$ cat src/rtl/serial_to_block.sv
// rtl/serial_to_block.sv - packs serial W-bit samples into 5-sample blocks for block_filter
// Ping-pong banks: one bank fills from the serial side while the other waits for the consumer.
module serial_to_block #(
   parameter int W     = 16,
   parameter int CNT_W = 16
) (
   input  logic             clk,
   input  logic             reset,
   input  logic [W-1:0]     s_data,
   input  logic             s_valid,
   output logic             s_ready,
   input  logic             flush,
   output logic [W-1:0]     out0,
   output logic [W-1:0]     out_1,
   output logic [W-1:0]     out_2,
   output logic [W-1:0]     out_3,
   output logic [W-1:0]     out_4,
   output logic             blk_valid,
   input  logic             blk_ready,
   output logic [CNT_W-1:0] blk_count
);

   logic [W-1:0] bank [2][5];
   logic [1:0]   full;
   logic [2:0]   wr_idx;
   logic         wb;
   logic         rb;
   logic         accept;
   logic         drain;
   logic         close;

   // Padding finishes in a single edge, so the write side only stalls on a full bank.
   assign s_ready = !full[wb];
   assign accept  = s_valid && s_ready;
   assign drain   = full[rb] && blk_ready;
   assign close   = (accept && (wr_idx == 3'd4)) ||
                    (flush && (accept || (wr_idx != 3'd0)));

   always_ff @(posedge clk or posedge reset) begin
      if (reset) begin
         for (int b = 0; b < 2; b++) begin
            for (int k = 0; k < 5; k++) begin
               bank[b][k] <= '0;
            end
         end
         full      <= '0;
         wr_idx    <= '0;
         wb        <= 1'b0;
         rb        <= 1'b0;
         blk_count <= '0;
      end else begin
         // An accepted sample takes its slot first; flush zero-fills every slot after it.
         for (int k = 0; k < 5; k++) begin
            if (accept && (wr_idx == 3'(k))) begin
               bank[wb][k] <= s_data;
            end else if (close && (3'(k) >= wr_idx)) begin
               bank[wb][k] <= '0;
            end
         end

         if (close) begin
            full[wb] <= 1'b1;
            wb       <= ~wb;
            wr_idx   <= '0;
         end else if (accept) begin
            wr_idx <= wr_idx + 3'd1;
         end

         // A full bank is never written, so close and drain always target different banks.
         if (drain) begin
            full[rb]  <= 1'b0;
            rb        <= ~rb;
            blk_count <= blk_count + CNT_W'(1);
         end
      end
   end

   assign blk_valid = full[rb];
   assign out_4     = bank[rb][0];
   assign out_3     = bank[rb][1];
   assign out_2     = bank[rb][2];
   assign out_1     = bank[rb][3];
   assign out0      = bank[rb][4];

endmodule

$ cat config.mk
export PLATFORM = sky130hd
export DESIGN_NAME = serial_to_block
export DESIGN_NICKNAME = d
export VERILOG_FILES = /design/src/rtl/serial_to_block.sv
export SDC_FILE = /design/constraint.sdc
export NUM_CORES = 1
export LEC_CHECK = 0
export CORE_UTILIZATION = 58
export DETAILED_ROUTE_END_ITERATION = 7
export PLACE_DENSITY = 0.85
export RECOVER_POWER = 100
export SYNTH_ARGS = -nofsm -noshare
export SYNTH_HDL_FRONTEND = slang
export SYNTH_SLANG_ARGS = --single-unit
$ cat constraint.sdc
create_clock -name clk -period 15.7 [get_ports clk]
set_input_delay 2.355 -clock clk [delete_from_list [all_inputs] [get_ports clk]]
set_output_delay 2.355 -clock clk [all_outputs]
set_load 0.05 [all_outputs]
# --- Word-level counts from Yosys, hierarchy flattened ---
# Index checks and enable logic that the tools add are counted.
totals:
  regBits: 183
  inputBits: 21
  out_inout_bits: 98
  elab_cells: 112
op_classes:
  add_sub_neg: 2
  order_cmp: 12
  eq_ne: 4
  muxes: 40
  n_bitwise: 17
  n_reduce_logical: 22
ops:
  columns: ["operator", "count"]
  rows:
  - ["$mux W160", 10]
  - ["$and A160 B160 Y160", 5]
  - ["$bwmux W160", 5]
  - ["$not A160 Y160", 5]
  - ["$demux W80 S1", 5]
  - ["$mux W80", 4]
  - ["$mux W64", 1]
  - ["$mux W48", 1]
  - ["$mux W32", 1]
  - ["$add A16 B1 Y16 const B", 1]
  - ["$logic_and A1 B1 Y1", 16]
  - ["$mux W16", 1]
  - ["$eq A3 B2 Y1 const B", 2]
  - ["$ge A1 B3 Y1 const A", 2]
  - ["$ge A2 B3 Y1 const A", 2]
  - ["$mux W1", 6]
  - ["$mux W3", 2]
  - ["$ge A2 B2 Y1 const B", 2]
  - ["$lt A1 B2 Y1 const B", 2]
  - ["$mux W2", 2]
  - ["$not A1 Y2", 2]
  - ["$add A3 B1 Y3 const B", 1]
  - ["$eq A3 B1 Y1 const B", 1]
  - ["$eq A3 B3 Y1 const B", 1]
  - ["other kinds (13)", 17]

# --- Depth between registers and ports, before layout ---
# Gate-level depths: netlist of run 1.
logic_depth:
  word_depth: 22
  depth_mapped: 8
  mapped_depth_nobuf: 6

# --- Worst setup path before layout of run 1 ---
# Ideal clock, no wire load.
synth_path:
  path_kind: "reg2out"
  from: "reg rb"
  to: "out out0[11]"
  arrival_ps: 1528
  t_required_ps: 13345
  setup_slack_ps: 11817
  stages_incl_launch_ff: 4
  cell_sequence: "dfrtp_1 > clkbuf_1 > clkbuf_1 > mux2_2"
synth_between:
  elab_chain_len: 4
synth_lines:
  columns: ["element", "line_no", "rtl"]
  rows:
  - ["start, declared", "27", "logic rb;"]
  - ["start signal, assigned", "72", "rb <= ~rb;"]
  - ["$not A1 Y2 (implied by the code)", "83", "assign out0 = bank[rb][4];"]
  - ["$mux W80 (implied by the code) (3 in a row)", "83", null]
  - ["end, declared", "13", "output logic [W-1:0] out0,"]
# Every way passes these cells. The select of a mux whose other input is x is not followed.

==> summary.md, run 1 <==
| Metric | Value |
|---|---|
| Status | `finished with violations` |
| Failing checks | `max-capacitance violations, max-slew violations` |
| Cell Area, Synth | `8030 um2` |
| Pre-antenna DRT Iters | `5` |
| Top post-synthesis cells by count | `dfrtp_1 (183), a22o_1 (160), mux2_2 (81), buf_1 (18), buf_2 (16)` |
| Post-DRT Antenna Nets | `0` |
| Final setup viols | `0` |
| Maximum root-to-sink buffer count | `2` |
| CTS buffer count | `17` |
| Fmax | `121 MHz` |
| Most frequent cell after synthesis | `dfrtp_1` |
| Core ar. | `13,300 um2` |
| Total grt overflow | `0` |
| WL final | `19.8 mm` |
| Netlist cell types | `48` |
| Slew Viols, Final | `272` |
| Minimum clock period | `8.28 ns` |
| Layout cells sized above 1 | `16.4%` |
| Vias | `5,620` |
| First-pass GRT wire length | `32.2 mm` |
| Pint | `1.26 mW` |
| Row count | `42` |
| PwrDens | `230 nW/um2` |
| Initial DRC count | `560` |
| PortBufs | `118` |
| DR vias/cell | `6.49` |
| Total nets after synthesis | `615` |
| Synth area leaders | `dfrtp_1 (57%), a22o_1 (17%), mux2_2 (11%), xnor2_1 (1.6%), buf_2 (1.0%)` |
| Yosys top cell area share | `57.0%` |
| CP arrival | `8.18 ns` |
| LEAKAGE | `4.75 nW` |
| Largest net degree at the start of global routing | `127` |
| Worst-Margin Slew | `5.30 ns` |
| Sequential fraction of the synthesis area | `57.0%` |
| Antenna violations before repair | `0` |
| Clock sinks | `183` |
| Clk slew on worst S/H paths | `0.06 ns` |
| Filler instances | `911` |
| CP max-delay cell | `clkinvlp_2` |
| Part of the power in registers | `35.5%` |
| Number of hold buffers added after CTS | `0` |
| Clock latency on the worst-skew pair | `0.43 ns` |
| DIE HEIGHT | `120 um` |
| Worst Setup Start Kind | `input pin` |
| Max FO, Critical Path | `126` |
| Critical path type | `input pin to async pin` |
| I/O pins | `119` |
| Root Driver | `clkbuf_16` |
| Resized cells post-CTS | `0` |
| Total chip power | `2.23 mW` |
| Setup_tns | `0 ns` |
| Ant diodes | `0` |
| Primary FF master, synth | `dfrtp_1` |
| Syn Inst Count | `590` |
| CTS tree | `yes` |
| Largest stage delay on the critical path | `2.93 ns` |
| Routability cong. | `0.871` |
| Part of the cycle the worst path needs | `52.7%` |
| Peak supply drop | `0.128 mV` |
| Initial Utilization | `60.2%` |
| Die width | `120 um` |
| Syn avg cell area | `13.6 um2` |
| Clock network power share | `18.2%` |
| Vias in the first global route | `5,695` |
| Fraction of registers with async set/reset | `100%` |
| Switching share of power | `43.4%` |
| Headroom to the max-slew limit | `-255%` |
| DR WL/cell | `22.9 um` |
| Hold crit path type | `flop to flop` |
| CP Capture Type | `async pin` |
| Area growth syn-to-layout | `20.8%` |
| Global Route Usage Sum | `29.6%` |
| Post-synth EDFFs | `0` |
| Dpl hpwl | `12.3 mm` |
| Post-CTS setup buffers | `0` |
| Crit-path cells | `dlygate4sd3_1 > clkinvlp_2 > clkbuf_1` |
| Worst Path Required | `15.60 ns` |
| Post-synth top area cell | `dfrtp_1` |
| Synth warnings | `0` |
| Unrepaired setup endpoints after global routing | `no` |
| Final hold vios | `0` |
| Synth Register Bits | `183` |
| Sw Pwr | `0.968 mW` |
| Logic pwr share | `46.3%` |
| DRC viols | `0` |
| Nets | `703` |
| Clock skew | `0.00976 ns` |
| Die footprint | `14,300 um2` |
| H-tree depth | `4` |
| Max-Cap Viols | `3` |
==> critical path, delay by kind of cell <==
kind | cells | cell delay, ns
buf+inv | 3 | 5.70
==> power by group through the flow <==
stage                     Clock [mW]  Combinational, mW  Sequential (mW)
final                          0.407               1.03            0.792
after detailed placement           0               1.06            0.793
after floorplan                    0              0.819            0.731
after global placement             0               1.05            0.782
after CTS                      0.409               1.07            0.789
after global routing           0.429               1.09            0.814
==> placed cells by master, fill, tap and decap left out, types with 2 or more instances in the layout <==
cell and instances:
a22o_1 160, nand4_1 7, xnor2_1 15, nor2_1 8
xor2_1 3, buf_4 4, clkbuf_1 3, clkdlybuf4s50_1 36
mux2_1 19, dlygate4sd3_1 82, nand3_1 12, clkinv_4 2
clkbuf_16 17, nor3_4 2, a31oi_1 3, nor4_1 2
nand2_1 8, nand3_2 2, dfrtp_1 183, a21o_1 2
nor3_1 2, and2_0 4, inv_1 6, mux2_2 62
o211ai_2 2, and3_1 4, clkinv_2 3, nor4_2 4
clkbuf_8 2, a21oi_1 3, clkinvlp_4 2, ha_1 4
==> through the flow <==
step	cells	setup slack (ns)	hold WS (ns)	util, %	area [um2]
global route	866	6.06	0.514	72.6	9700
CTS	866	10.35	0.497	73.0	9750
floorplan	590	8.37	0.460	-	8030
finish	866	7.42	0.493	72.6	9700
global placement	835	10.87	0.465	68.9	9190
detailed placement	835	10.82	0.476	68.9	9190
==> registers in the layout (all words and copies together), names as in the netlist <==
| signal | flops |
|---|---|
| wb | 1 |
| bank | 160 |
| full | 2 |
| wr_idx | 3 |
| blk_count | 16 |
| rb | 1 |
==> cell families (layout without fill, tap and decap cells) <==
kind of cell / after synthesis / after routing / synth area share [%]
buffers and inverters: 63 / 163 / 4.02
xor gates and xnor gates: 18 / 18 / 1.96
muxes: 83 / 83 / 11.7
AOI/OAI and AO/OA: 179 / 179 / 19.5
and+or+nand+nor: 60 / 60 / 5.19
DFF: 183 / 183 / 57.0
adders and majority gates: 4 / 4 / 0.623
==> worst paths after layout <==
path                                 startpoint                   endpoint  slack, ns  cells after the start
max                                       reset       bank[24]$_DFFE_PP0P_       7.42                      3
min                        bank[10]$_DFFE_PP0P_       bank[10]$_DFFE_PP0P_       0.49                      1
max reg2reg                      rb$_DFFE_PP0P_  blk_count[15]$_DFFE_PP0P_      11.04                      4
min reg2reg                bank[10]$_DFFE_PP0P_       bank[10]$_DFFE_PP0P_       0.49                      1
max in group clk                 rb$_DFFE_PP0P_                  blk_valid       8.29                      3
min in group asynchronous                 reset       bank[42]$_DFFE_PP0P_       4.01                      2
==> final cells by class <==
class | instances | area, um2 | share of cell area, %
clock buffer | 21 | 460 | 4.75
tap | 176 | 220 | 2.27
multi-input combinational | 344 | 3090 | 31.8
clock inverter | 10 | 97.6 | 1.01
timing repair buffer | 123 | 1210 | 12.5
sequential | 183 | 4580 | 47.2
inverter | 9 | 37.5 | 0.387
==> metal layers <==
metal	GRT usage (%)	share of wire [%]	vias up
met2	46.0	49	230
met5	0	0	-
met4	10.5	1.8	0
met1	41.3	43	2941
li1	-	-	2410
met3	6.51	6.5	39
(Power assumes the default switching activity.)
==> run 2, diff against run 1 <==
Settings changed: CORE_UTILIZATION 58 to 54, PLACE_DENSITY 0.85 to 0.8.
Clock period 15.7 ns to 8.7 ns, I/O delays scaled along.
==> run 2 against run 1 <==
The run still ends with max-capacitance violations, max-slew violations left. Total power is 85% higher. Register-to-register slack worse by 5.2 ns. Critical path type unchanged. Worst setup slack worse by 3.7 ns. Die area is 7.3% higher.
==> summary.md, run 2 (synthesis gave the netlist of run 1 again) <==
| Metric | Value |
|---|---|
| Status | `finished with violations` |
| Failing checks | `max-capacitance violations, max-slew violations` |
| CTS tree | `yes` |
| Switching share of power | `42.5% (-0.93 points)` |
| Number of hold buffers added after CTS | `0 (unchanged)` |
| Post-DRT Antenna Nets | `0 (unchanged)` |
| Max FO, Critical Path | `98 (-22%)` |
| Met3 usage | `6.04% (-0.47 points)` |
| Nets | `703 (unchanged)` |
| Filler instances | `1,020 (+12%)` |
| Root Driver | `clkbuf_16` |
| Row count | `44 (+4.8%)` |
| DR WL/cell | `22.8 um (-0.39%)` |
| Top flop regs | `bank (160), blk_count (16), wr_idx (3)` |
| Part of the cycle the worst path needs | `57.5%` |
| Ant diodes | `0 (unchanged)` |
| Die width | `124 um (+3.6%)` |
| Commonest non-fill, non-tap cells in the layout | `dfrtp_1 (182), a22o_1 (160), dlygate4sd3_1 (102), mux2_2 (81), clkbuf_16 (17)` |
| CP Capture Type | `async pin` |
| Part of the power in registers | `34.6% (-0.9 points)` |
| Hold crit path type | `flop to flop` |
| Initial Utilization | `55.2% (-4.9 points)` |
| Pint | `2.37 mW (+88%)` |
| Met1 Usage GRT | `40.5% (-0.74 points)` |
| CTS buffer count | `17 (unchanged)` |
| Peak supply drop | `0.208 mV (+63%)` |
| Fmax | `200 MHz` |
| Clock latency on the worst-skew pair | `0.43 ns (about the same)` |
| Vias | `5,563 (-1.0%)` |
| DIE HEIGHT | `124 um (+3.6%)` |
| Worst Path Required | `9.10 ns (-6.50 ns)` |
| Total grt overflow | `0 (unchanged)` |
| PwrDens | `421 nW/um2 (+83%)` |
| Clock sinks | `183 (unchanged)` |
| Final hold vios | `0 (unchanged)` |
| Met2 Use GR | `41.1% (-4.9 points)` |
| Global Route Usage Sum | `27.6% (-2.0 points)` |
| Maximum root-to-sink buffer count | `2 (unchanged)` |
| Clk slew on worst S/H paths | `0.06 ns (about the same)` |
| Commonest non-fill, non-tap cell in the layout | `dfrtp_1` |
| Routability cong. | `0.901 (+3.5%)` |
| Worst-Margin Slew | `4.23 ns (-1.07 ns)` |
| DR vias/cell | `6.36 (-2.0%)` |
| Slew Viols, Final | `99 (-64%)` |
| Antenna violations before repair | `0 (unchanged)` |
| Die footprint | `15,400 um2 (+7.3%)` |
| Initial DRC count | `514 (-8.2%)` |
| Sw Pwr | `1.75 mW (+81%)` |
| Headroom to the max-slew limit | `-184% (+72 points)` |
| Worst Setup Start Kind | `input pin` |
| PortBufs | `118 (unchanged)` |
| Dpl hpwl | `12.3 mm (+0.38%)` |
| Final setup viols | `0 (unchanged)` |
| Largest register FFs | `160 (unchanged)` |
| Largest net degree at the start of global routing | `99 (-22%)` |
| Clock network power share | `20.7% (+2.5 points)` |
| Clock skew | `0.00869 ns (-0.00106 ns)` |
| LEAKAGE | `4.84 nW (+1.9%)` |
| CP arrival | `5.40 ns (-2.78 ns)` |
| Logic pwr share | `44.7% (-1.6 points)` |
| Post-CTS setup buffers | `0 (unchanged)` |
| Core ar. | `14,500 um2 (+8.9%)` |
| Critical path type | `input pin to async pin` |
| Area growth syn-to-layout | `22.2%` |
| Unrepaired setup endpoints after global routing | `no` |
| Vias in the first global route | `5,673 (-0.39%)` |
| Layout cells sized above 1 | `19.7% (+3.3 points)` |
| WL final | `20.0 mm (+0.65%)` |
| Pre-antenna DRT Iters | `7 (+2)` |
| Setup_tns | `0 ns (unchanged)` |
| I/O pins | `119 (unchanged)` |
| Top reg by flops | `bank` |
| Max-Cap Viols | `1 (-2)` |
| Resized cells post-CTS | `0 (unchanged)` |
| DRC viols | `0 (unchanged)` |
| Gr busiest metal | `met2` |
| H-tree depth | `4 (unchanged)` |
| Cell area after layout | `9810 um2 (+1.2%)` |
| First-pass GRT wire length | `31.3 mm (-2.6%)` |
| Placed inst area | `9200 um2 (+0.11%)` |
| Minimum clock period | `5.00 ns` |
-- run 2: worst max-delay path, stage by stage --
cell and delay (ns):
dlygate4sd3_1 0.54, clkinvlp_2 2.36, buf_4 1.10
-- run 2: power groups by stage --
stage          clock network, mW  logic [mW]  registers [mW]
2_1_floorplan                  0        1.48            1.32
3_3_place_gp                   0        1.89            1.41
3_5_place_dp                   0        1.92            1.43
4_1_cts                    0.856        1.94            1.42
5_1_grt                    0.889        1.95            1.47
6_report                   0.854        1.84            1.43
-- run 2: cell type report --
type	count	area [um2]	share of cell area, %
Clock buffer	20	457	4.66
Sequential cell	183	4580	46.7
Clock inverter	12	198	2.02
Tap cell	184	230	2.35
Timing Repair Buffer	123	1220	12.4
Multi-Input combinational cell	344	3090	31.5
Inverter	9	37.5	0.383
-- run 2: path summary, 6_finish.rpt --
path | start | to | slack (ns) | cells after the start
max | reset | bank[22]$_DFFE_PP0P_ | 3.70 | 3
min | blk_count[15]$_DFFE_PP0P_ | blk_count[15]$_DFFE_PP0P_ | 0.48 | 1
max reg2reg | wr_idx[0]$_DFFE_PP0P_ | bank[88]$_DFFE_PP0P_ | 5.85 | 6
min reg2reg | blk_count[15]$_DFFE_PP0P_ | blk_count[15]$_DFFE_PP0P_ | 0.48 | 1
max in group clk | rb$_DFFE_PP0P_ | blk_valid | 4.41 | 3
min in group asynchronous | reset | blk_count[6]$_DFFE_PP0P_ | 2.59 | 2
-- run 2: metal layers --
metal	vias to the layer above	wire length, um
met1	2904	9240
met4	0	363
li1	2418	-
met2	208	9200
met5	-	0
met3	33	1180
-- run 2: stage by stage --
step	setup WS (ns)	hold slack [ns]	instances	utilization, %	total power [mW]
4_1_cts	4.40	0.486	875	67.8	4.22
6_report	3.70	0.477	875	67.5	4.13
3_5_place_dp	4.86	0.463	843	63.3	3.35
2_1_floorplan	2.42	0.460	590	-	2.80
5_1_grt	2.90	0.510	875	67.5	4.30
3_3_place_gp	4.92	0.467	843	63.3	3.30
